===== src/rtl/cod_pkg.sv =====
// Shared definitions for the sequential ALU: op codes, controller states and flag layout.
package cod_pkg;

    localparam logic [2:0] OP_ADD = 3'b000;
    localparam logic [2:0] OP_SUB = 3'b001;
    localparam logic [2:0] OP_AND = 3'b010;
    localparam logic [2:0] OP_OR  = 3'b011;
    localparam logic [2:0] OP_XOR = 3'b100;
    localparam logic [2:0] OP_MUL = 3'b101;

    typedef enum logic [1:0] {
        ST_IDLE = 2'd0,
        ST_EXEC = 2'd1,
        ST_MUL  = 2'd2,
        ST_DONE = 2'd3
    } state_e;

    typedef struct packed {
        logic zf;
        logic cf;
        logic of;
        logic sf;
    } flags_t;

    // True for the single-cycle ops the combinational ALU evaluates.
    function automatic logic op_is_alu(input logic [2:0] op);
        return (op <= OP_XOR);
    endfunction

endpackage


===== src/rtl/alu.sv =====
// Combinational ALU: ADD/SUB/AND/OR/XOR with flags; any other op yields zero result and flags.
module alu #(
    parameter int WIDTH = 32
) (
    input  logic [2:0]       op_i,
    input  logic [WIDTH-1:0] a_i,
    input  logic [WIDTH-1:0] b_i,
    output logic [WIDTH-1:0] y_o,
    output cod_pkg::flags_t  flags_o
);
    import cod_pkg::*;

    logic [WIDTH:0]   sum_s;
    logic [WIDTH:0]   diff_s;
    logic [WIDTH-1:0] res_s;
    logic             cf_s;
    logic             of_s;

    assign sum_s  = {1'b0, a_i} + {1'b0, b_i};
    assign diff_s = {1'b0, a_i} - {1'b0, b_i};

    // Result and arithmetic flags per op; the top bit of diff_s is the borrow.
    always_comb begin
        res_s = {WIDTH{1'b0}};
        cf_s  = 1'b0;
        of_s  = 1'b0;
        case (op_i)
            OP_ADD: begin
                res_s = sum_s[WIDTH-1:0];
                cf_s  = sum_s[WIDTH];
                of_s  = (a_i[WIDTH-1] == b_i[WIDTH-1]) && (sum_s[WIDTH-1] != a_i[WIDTH-1]);
            end
            OP_SUB: begin
                res_s = diff_s[WIDTH-1:0];
                cf_s  = diff_s[WIDTH];
                of_s  = (a_i[WIDTH-1] != b_i[WIDTH-1]) && (diff_s[WIDTH-1] != a_i[WIDTH-1]);
            end
            OP_AND:  res_s = a_i & b_i;
            OP_OR:   res_s = a_i | b_i;
            OP_XOR:  res_s = a_i ^ b_i;
            default: res_s = {WIDTH{1'b0}};
        endcase
    end

    // Zero/sign only reported for ops the ALU actually evaluates.
    always_comb begin
        y_o        = res_s;
        flags_o.cf = cf_s;
        flags_o.of = of_s;
        if (op_is_alu(op_i)) begin
            flags_o.zf = (res_s == {WIDTH{1'b0}});
            flags_o.sf = res_s[WIDTH-1];
        end else begin
            flags_o.zf = 1'b0;
            flags_o.sf = 1'b0;
        end
    end

endmodule


===== src/rtl/alu_seq.sv =====
// Sequential ALU with valid/ready handshakes around a shared combinational ALU.
// Define ALU_SEQ_MUL_EN to build the shift-add multiplier; otherwise op 101 is illegal.
module alu_seq #(
    parameter int WIDTH = 32
) (
    input  logic             clk,
    input  logic             rst,
    input  logic             in_valid,
    output logic             in_ready,
    input  logic [2:0]       op,
    input  logic [WIDTH-1:0] a,
    input  logic [WIDTH-1:0] b,
    output logic             out_valid,
    input  logic             out_ready,
    output logic [WIDTH-1:0] y,
    output logic             zf,
    output logic             cf,
    output logic             of,
    output logic             sf,
    output logic             err
);
    import cod_pkg::*;

    state_e           state_q, state_d;
    logic [2:0]       op_q, op_d;
    logic [WIDTH-1:0] a_q, a_d;
    logic [WIDTH-1:0] b_q, b_d;
    logic [WIDTH-1:0] y_q, y_d;
    flags_t           flags_q, flags_d;
    logic             err_q, err_d;
    logic             out_valid_q, out_valid_d;
    logic             in_ready_q, in_ready_d;

    logic [2:0]       alu_op_s;
    logic [WIDTH-1:0] alu_a_s;
    logic [WIDTH-1:0] alu_b_s;
    logic [WIDTH-1:0] alu_y_s;
    flags_t           alu_flags_s;

`ifdef ALU_SEQ_MUL_EN
    localparam int CW = (WIDTH > 1) ? $clog2(WIDTH) : 1;
    localparam logic [CW-1:0] LAST_CNT = CW'(WIDTH - 1);

    logic [WIDTH-1:0] acc_q, acc_d;
    logic [CW-1:0]    cnt_q, cnt_d;
    logic             lost_q, lost_d;
    logic             ovf_q, ovf_d;
`endif

    alu #(.WIDTH(WIDTH)) u_alu (
        .op_i    (alu_op_s),
        .a_i     (alu_a_s),
        .b_i     (alu_b_s),
        .y_o     (alu_y_s),
        .flags_o (alu_flags_s)
    );

    // ALU operand mux: multiplier steps add the multiplicand into the accumulator.
    always_comb begin
        alu_op_s = op_q;
        alu_a_s  = a_q;
        alu_b_s  = b_q;
`ifdef ALU_SEQ_MUL_EN
        if (state_q == ST_MUL) begin
            alu_op_s = OP_ADD;
            alu_a_s  = acc_q;
            alu_b_s  = a_q;
        end else begin
            alu_op_s = op_q;
        end
`endif
    end

    // Controller next state and datapath updates.
    always_comb begin
        state_d     = state_q;
        op_d        = op_q;
        a_d         = a_q;
        b_d         = b_q;
        y_d         = y_q;
        flags_d     = flags_q;
        err_d       = err_q;
        out_valid_d = out_valid_q;
        in_ready_d  = in_ready_q;
`ifdef ALU_SEQ_MUL_EN
        acc_d       = acc_q;
        cnt_d       = cnt_q;
        lost_d      = lost_q;
        ovf_d       = ovf_q;
`endif
        case (state_q)
            ST_IDLE: begin
                if (in_valid) begin
                    op_d       = op;
                    a_d        = a;
                    b_d        = b;
                    in_ready_d = 1'b0;
`ifdef ALU_SEQ_MUL_EN
                    if (op == OP_MUL) begin
                        state_d = ST_MUL;
                        acc_d   = {WIDTH{1'b0}};
                        cnt_d   = {CW{1'b0}};
                        lost_d  = 1'b0;
                        ovf_d   = 1'b0;
                    end else begin
                        state_d = ST_EXEC;
                    end
`else
                    state_d = ST_EXEC;
`endif
                end else begin
                    state_d = ST_IDLE;
                end
            end
            ST_EXEC: begin
                y_d         = alu_y_s;
                flags_d     = alu_flags_s;
                err_d       = !op_is_alu(op_q);
                out_valid_d = 1'b1;
                state_d     = ST_DONE;
            end
`ifdef ALU_SEQ_MUL_EN
            ST_MUL: begin
                // Overflow once a set multiplier bit meets a multiplicand that has lost
                // high bits, or the truncated accumulation carries out.
                if (b_q[0]) begin
                    acc_d = alu_y_s;
                    ovf_d = ovf_q | lost_q | alu_flags_s.cf;
                end else begin
                    acc_d = acc_q;
                end
                lost_d = lost_q | a_q[WIDTH-1];
                a_d    = {a_q[WIDTH-2:0], 1'b0};
                b_d    = {1'b0, b_q[WIDTH-1:1]};
                cnt_d  = cnt_q + CW'(1);
                if (cnt_q == LAST_CNT) begin
                    y_d         = acc_d;
                    flags_d.zf  = (acc_d == {WIDTH{1'b0}});
                    flags_d.sf  = acc_d[WIDTH-1];
                    flags_d.cf  = ovf_d;
                    flags_d.of  = ovf_d;
                    err_d       = 1'b0;
                    out_valid_d = 1'b1;
                    state_d     = ST_DONE;
                end else begin
                    state_d = ST_MUL;
                end
            end
`endif
            ST_DONE: begin
                if (out_ready) begin
                    out_valid_d = 1'b0;
                    in_ready_d  = 1'b1;
                    state_d     = ST_IDLE;
                end else begin
                    state_d = ST_DONE;
                end
            end
            default: begin
                out_valid_d = 1'b0;
                in_ready_d  = 1'b1;
                state_d     = ST_IDLE;
            end
        endcase
    end

    // Controller and result registers; reset discards any pending result.
    always_ff @(posedge clk) begin
        if (rst) begin
            state_q     <= ST_IDLE;
            op_q        <= 3'b000;
            a_q         <= {WIDTH{1'b0}};
            b_q         <= {WIDTH{1'b0}};
            y_q         <= {WIDTH{1'b0}};
            flags_q     <= 4'b0000;
            err_q       <= 1'b0;
            out_valid_q <= 1'b0;
            in_ready_q  <= 1'b1;
        end else begin
            state_q     <= state_d;
            op_q        <= op_d;
            a_q         <= a_d;
            b_q         <= b_d;
            y_q         <= y_d;
            flags_q     <= flags_d;
            err_q       <= err_d;
            out_valid_q <= out_valid_d;
            in_ready_q  <= in_ready_d;
        end
    end

`ifdef ALU_SEQ_MUL_EN
    // Multiplier accumulator, step counter and overflow tracking.
    always_ff @(posedge clk) begin
        if (rst) begin
            acc_q  <= {WIDTH{1'b0}};
            cnt_q  <= {CW{1'b0}};
            lost_q <= 1'b0;
            ovf_q  <= 1'b0;
        end else begin
            acc_q  <= acc_d;
            cnt_q  <= cnt_d;
            lost_q <= lost_d;
            ovf_q  <= ovf_d;
        end
    end
`endif

    assign in_ready  = in_ready_q;
    assign out_valid = out_valid_q;
    assign y         = y_q;
    assign zf        = flags_q.zf;
    assign cf        = flags_q.cf;
    assign of        = flags_q.of;
    assign sf        = flags_q.sf;
    assign err       = err_q;

endmodule


===== config.mk =====
export PLATFORM = sky130hd
export DESIGN_NAME = alu_seq
export DESIGN_NICKNAME = d
export VERILOG_FILES = /design/src/rtl/cod_pkg.sv /design/src/rtl/alu.sv /design/src/rtl/alu_seq.sv
export SDC_FILE = /design/constraint.sdc
export NUM_CORES = 1
export LEC_CHECK = 0
export BUFFER_PORTS_ARGS = -buffer_cell sky130_fd_sc_hd__buf_2
export CORE_ASPECT_RATIO = 1.5
export CORE_MARGIN = 4
export CORE_UTILIZATION = 46
export CTS_CLUSTER_SIZE = 20
export DETAILED_ROUTE_END_ITERATION = 10
export PLACE_DENSITY = 0.73
export SYNTH_ARGS = -nofsm -noshare
export SYNTH_HDL_FRONTEND = slang
export SYNTH_SLANG_ARGS = --single-unit

===== constraint.sdc =====
create_clock -name clk -period 3.3 [get_ports clk]
set_input_delay 0.66 -clock clk [delete_from_list [all_inputs] [get_ports clk]]
set_output_delay 0.66 -clock clk [all_outputs]
set_load 0.02 [all_outputs]

==> impl_metrics.json <==
{
  "status": "finished with violations",
  "violations": "negative setup slack",
  "finalCritPeriodShare": 1.04,
  "synthArstFlopShare": 0,
  "seq_area_frac_synth": 0.227,
  "whs_ns": 0.456,
  "wl_per_cell_um": 20.0,
  "dieArea_um2": 23100,
  "routed_via_density": 5.83,
  "place_ws_ns": -0.359,
  "grt_pass1_wl_um": 58400,
  "antenna_found_initial": 0,
  "synth.distinct_cells": 84,
  "crit_fanout": 5,
  "hpwl_um": 30800,
  "pwr-share-clk": 0.223,
  "gp_congestion": 1.01,
  "rows": 64,
  "power.switching_w": 0.00213,
  "drt-pass1-iter-count": 5,
  "diodes": 0,
  "synth.most_common_cell": "nand2_1",
  "grt_start_max_net_pins": 69,
  "crit_required_ns": 3.61,
  "drive_gt1_frac": 0.322,
  "finalClockSkew_ns": 0.0141,
  "nFillCells": 1853,
  "routed_wirelength_um": 38900,
  "synth_cells": 1357,
  "yosys_register_bits": 108,
  "io-pin-count": 110,
  "clockBufferDepth": 2,
  "drtAntennaViolNets": 0,
  "cts_sinks": 108,
  "synthTopCellsByArea": "dfxtp_1 (23%), ha_1 (14%), nand2_1 (8.8%)",
  "htreeDepth": 3,
  "p_seq_frac": 0.275,
  "drt_iter0_drc": 781,
  "areaGrowthSynthToFinish_pct": 38.7,
  "setup_viol": 4,
  "core_area_um2": 20400,
  "power_density_nw_per_um2": 411,
  "critPathKind": "reg2reg",
  "clk_latency_ns": 0.38,
  "tritoncts.num_buffers": 9,
  "final.setup.tns_ns": -0.193,
  "ir_worst_vdd_v": 0.000241,
  "synth_area_per_cell_um2": 7.03,
  "grt.overflow.total": 0,
  "syn_area_um2": 9530,
  "p_leak_nw": 5.74,
  "synth_edf_count": 0,
  "grt.total_usage": 0.318,
  "clockRootBuffer": "clkbuf_16",
  "synth_ff_type": "dfxtp_1",
  "synth_top_cell_by_area": "dfxtp_1",
  "numPortBuffers": 109,
  "hold_violations": 0,
  "endpoint_kind": "register",
  "power.share.switching": 0.393,
  "cp-start-kind": "register",
  "fp.dieH_um": 184,
  "synth_top_area_share": 0.227,
  "start_util": 0.467,
  "internal_power_w": 0.00330,
  "grt_pass1_vias": 10900,
  "yosysWarnings": 0,
  "fp.dieW_um": 126,
  "setup_slack_ns": -0.145,
  "worst_slew_pin_slew_ns": 1.04,
  "worstPathArrival_ns": 3.76,
  "fin_nets": 1857,
  "max_freq_ghz": 0.290,
  "remaining_drc_errors": 0,
  "mappedNetlistNets": 1534,
  "hold_path.class": "reg2reg",
  "clk_pin_slew_ns": 0.07,
  "power_frac_comb": 0.502,
  "regArea_um2": 2180,
  "ctsHoldBuffers": 0,
  "via_count": 11400,
  "fin_crit_ns": 3.45,
  "max_cap_viol_count": 0,
  "multi_input_area_um2": 7270,
  "slew-limit-headroom": 0.306,
  "drv_slew": 0,
  "rsz0062_at_grt": "true",
  "cts_tree": "done",
  "yosys-top-cells-count": "nand2_1 (223), a21oi_1 (162), nor2_1 (139)"
}
kinds of logic (layout without fill, tap and decap cells):
family,after synthesis,count (layout),synth area share
xor+xnor,12,12,0.0110
buf+inv,182,510,0.0743
flops,108,108,0.227
simple gates,499,499,0.229
mux,13,13,0.0144
fa+ha+maj,106,106,0.141
compound gates,437,437,0.304
state kept, by name, indices dropped and copies added (netlist names):
signal and flops:
a_q 32, alu_b_s 32, y 32, alu_op_s 3
state_q 2, cf 1, err 1, in_ready 1
of 1, out_valid 1, sf 1, zf 1
worst max-delay path, stage by stage (launching register included):
cell and delay [ns]:
dfxtp_1 0.34, inv_2 0.06, ha_4 0.28, buf_4 0.11
nand4_1 0.18, o211ai_1 0.33, buf_4 0.23, nand3_4 0.08
a21oi_4 0.16, nor3_2 0.07, or4_4 0.54, a211oi_2 0.23
buf_4 0.18, o2111ai_4 0.09, nor4_2 0.29, nand4_1 0.12
nand2_1 0.08
through the flow:
stage	instances	util	total power, W	cell area (um2)
finish	1949	0.648	0.00544	13200
global route	1949	0.648	0.00570	13200
CTS	1931	0.619	0.00520	12600
detailed placement	1912	0.593	0.00389	12100
global placement	1912	0.593	0.00387	12100
floorplan	1357	-	0.00282	9530
cell type report:
| cell class | count | share of cell area |
|---|---|---|
| timing repair buffer | 397 | 0.209 |
| clock inverter | 5 | 0.00643 |
| inverter | 97 | 0.0275 |
| tap | 264 | 0.0250 |
| multi-input combinational | 1067 | 0.549 |
| clock buffer | 11 | 0.0176 |
| sequential | 108 | 0.165 |
cell usage in the layout, fill, tap and decap left out, types with 8 or more instances in the layout:
cell       count
nand2_1      221
o22ai_1       12
o211ai_1      20
a211oi_1      36
dfxtp_1       94
a21o_1        16
inv_2         13
a31oi_1       15
nor3_1        29
o21a_1         8
a21oi_2        8
o21ai_1        8
o21ai_0       43
nor2b_1       11
nand4_1       12
o31ai_1        8
inv_1         83
o21bai_1       8
buf_6         11
buf_2        108
ha_4          10
and3_1         8
clkbuf_16      9
buf_4        277
nand3_1       14
nor2_1       136
xnor2_1       10
dfxtp_2       13
a21oi_1      151
nand2b_1      11
ha_1          90
power groups by stage:
stage	clock (W)	sequential (W)	combinational (W)
6_report	0.00121	0.00150	0.00273
5_1_grt	0.00127	0.00151	0.00291
4_1_cts	0.00123	0.00149	0.00248
3_5_place_dp	0	0.00152	0.00237
3_3_place_gp	0	0.00152	0.00235
2_1_floorplan	0	0.00157	0.00124
final timing paths:
| path | start | end | slack, ns | depth (start not counted) |
|---|---|---|---|---|
| max | alu_b_s[7] | zf | -0.15 | 16 |
| min | y[26] | y[26] | 0.46 | 2 |
| max reg2reg | alu_b_s[7] | zf | -0.15 | 16 |
| min reg2reg | y[26] | y[26] | 0.46 | 2 |
per-layer routing:
metal	share of wire	vias up	GRT usage
met5	0	-	0
met4	0.056	0	0.159
met2	0.49	439	0.562
met3	0.057	117	0.0365
li1	-	5449	-
met1	0.39	5356	0.380
timing repair:
item                       4_1_cts  5_1_grt
buffers inserted                 3       18
gates resized for setup         41      101
setup endpoints to repair        8       21
pin swaps                       18       40
No activity file was read; power rests on OpenSTA's default activity.
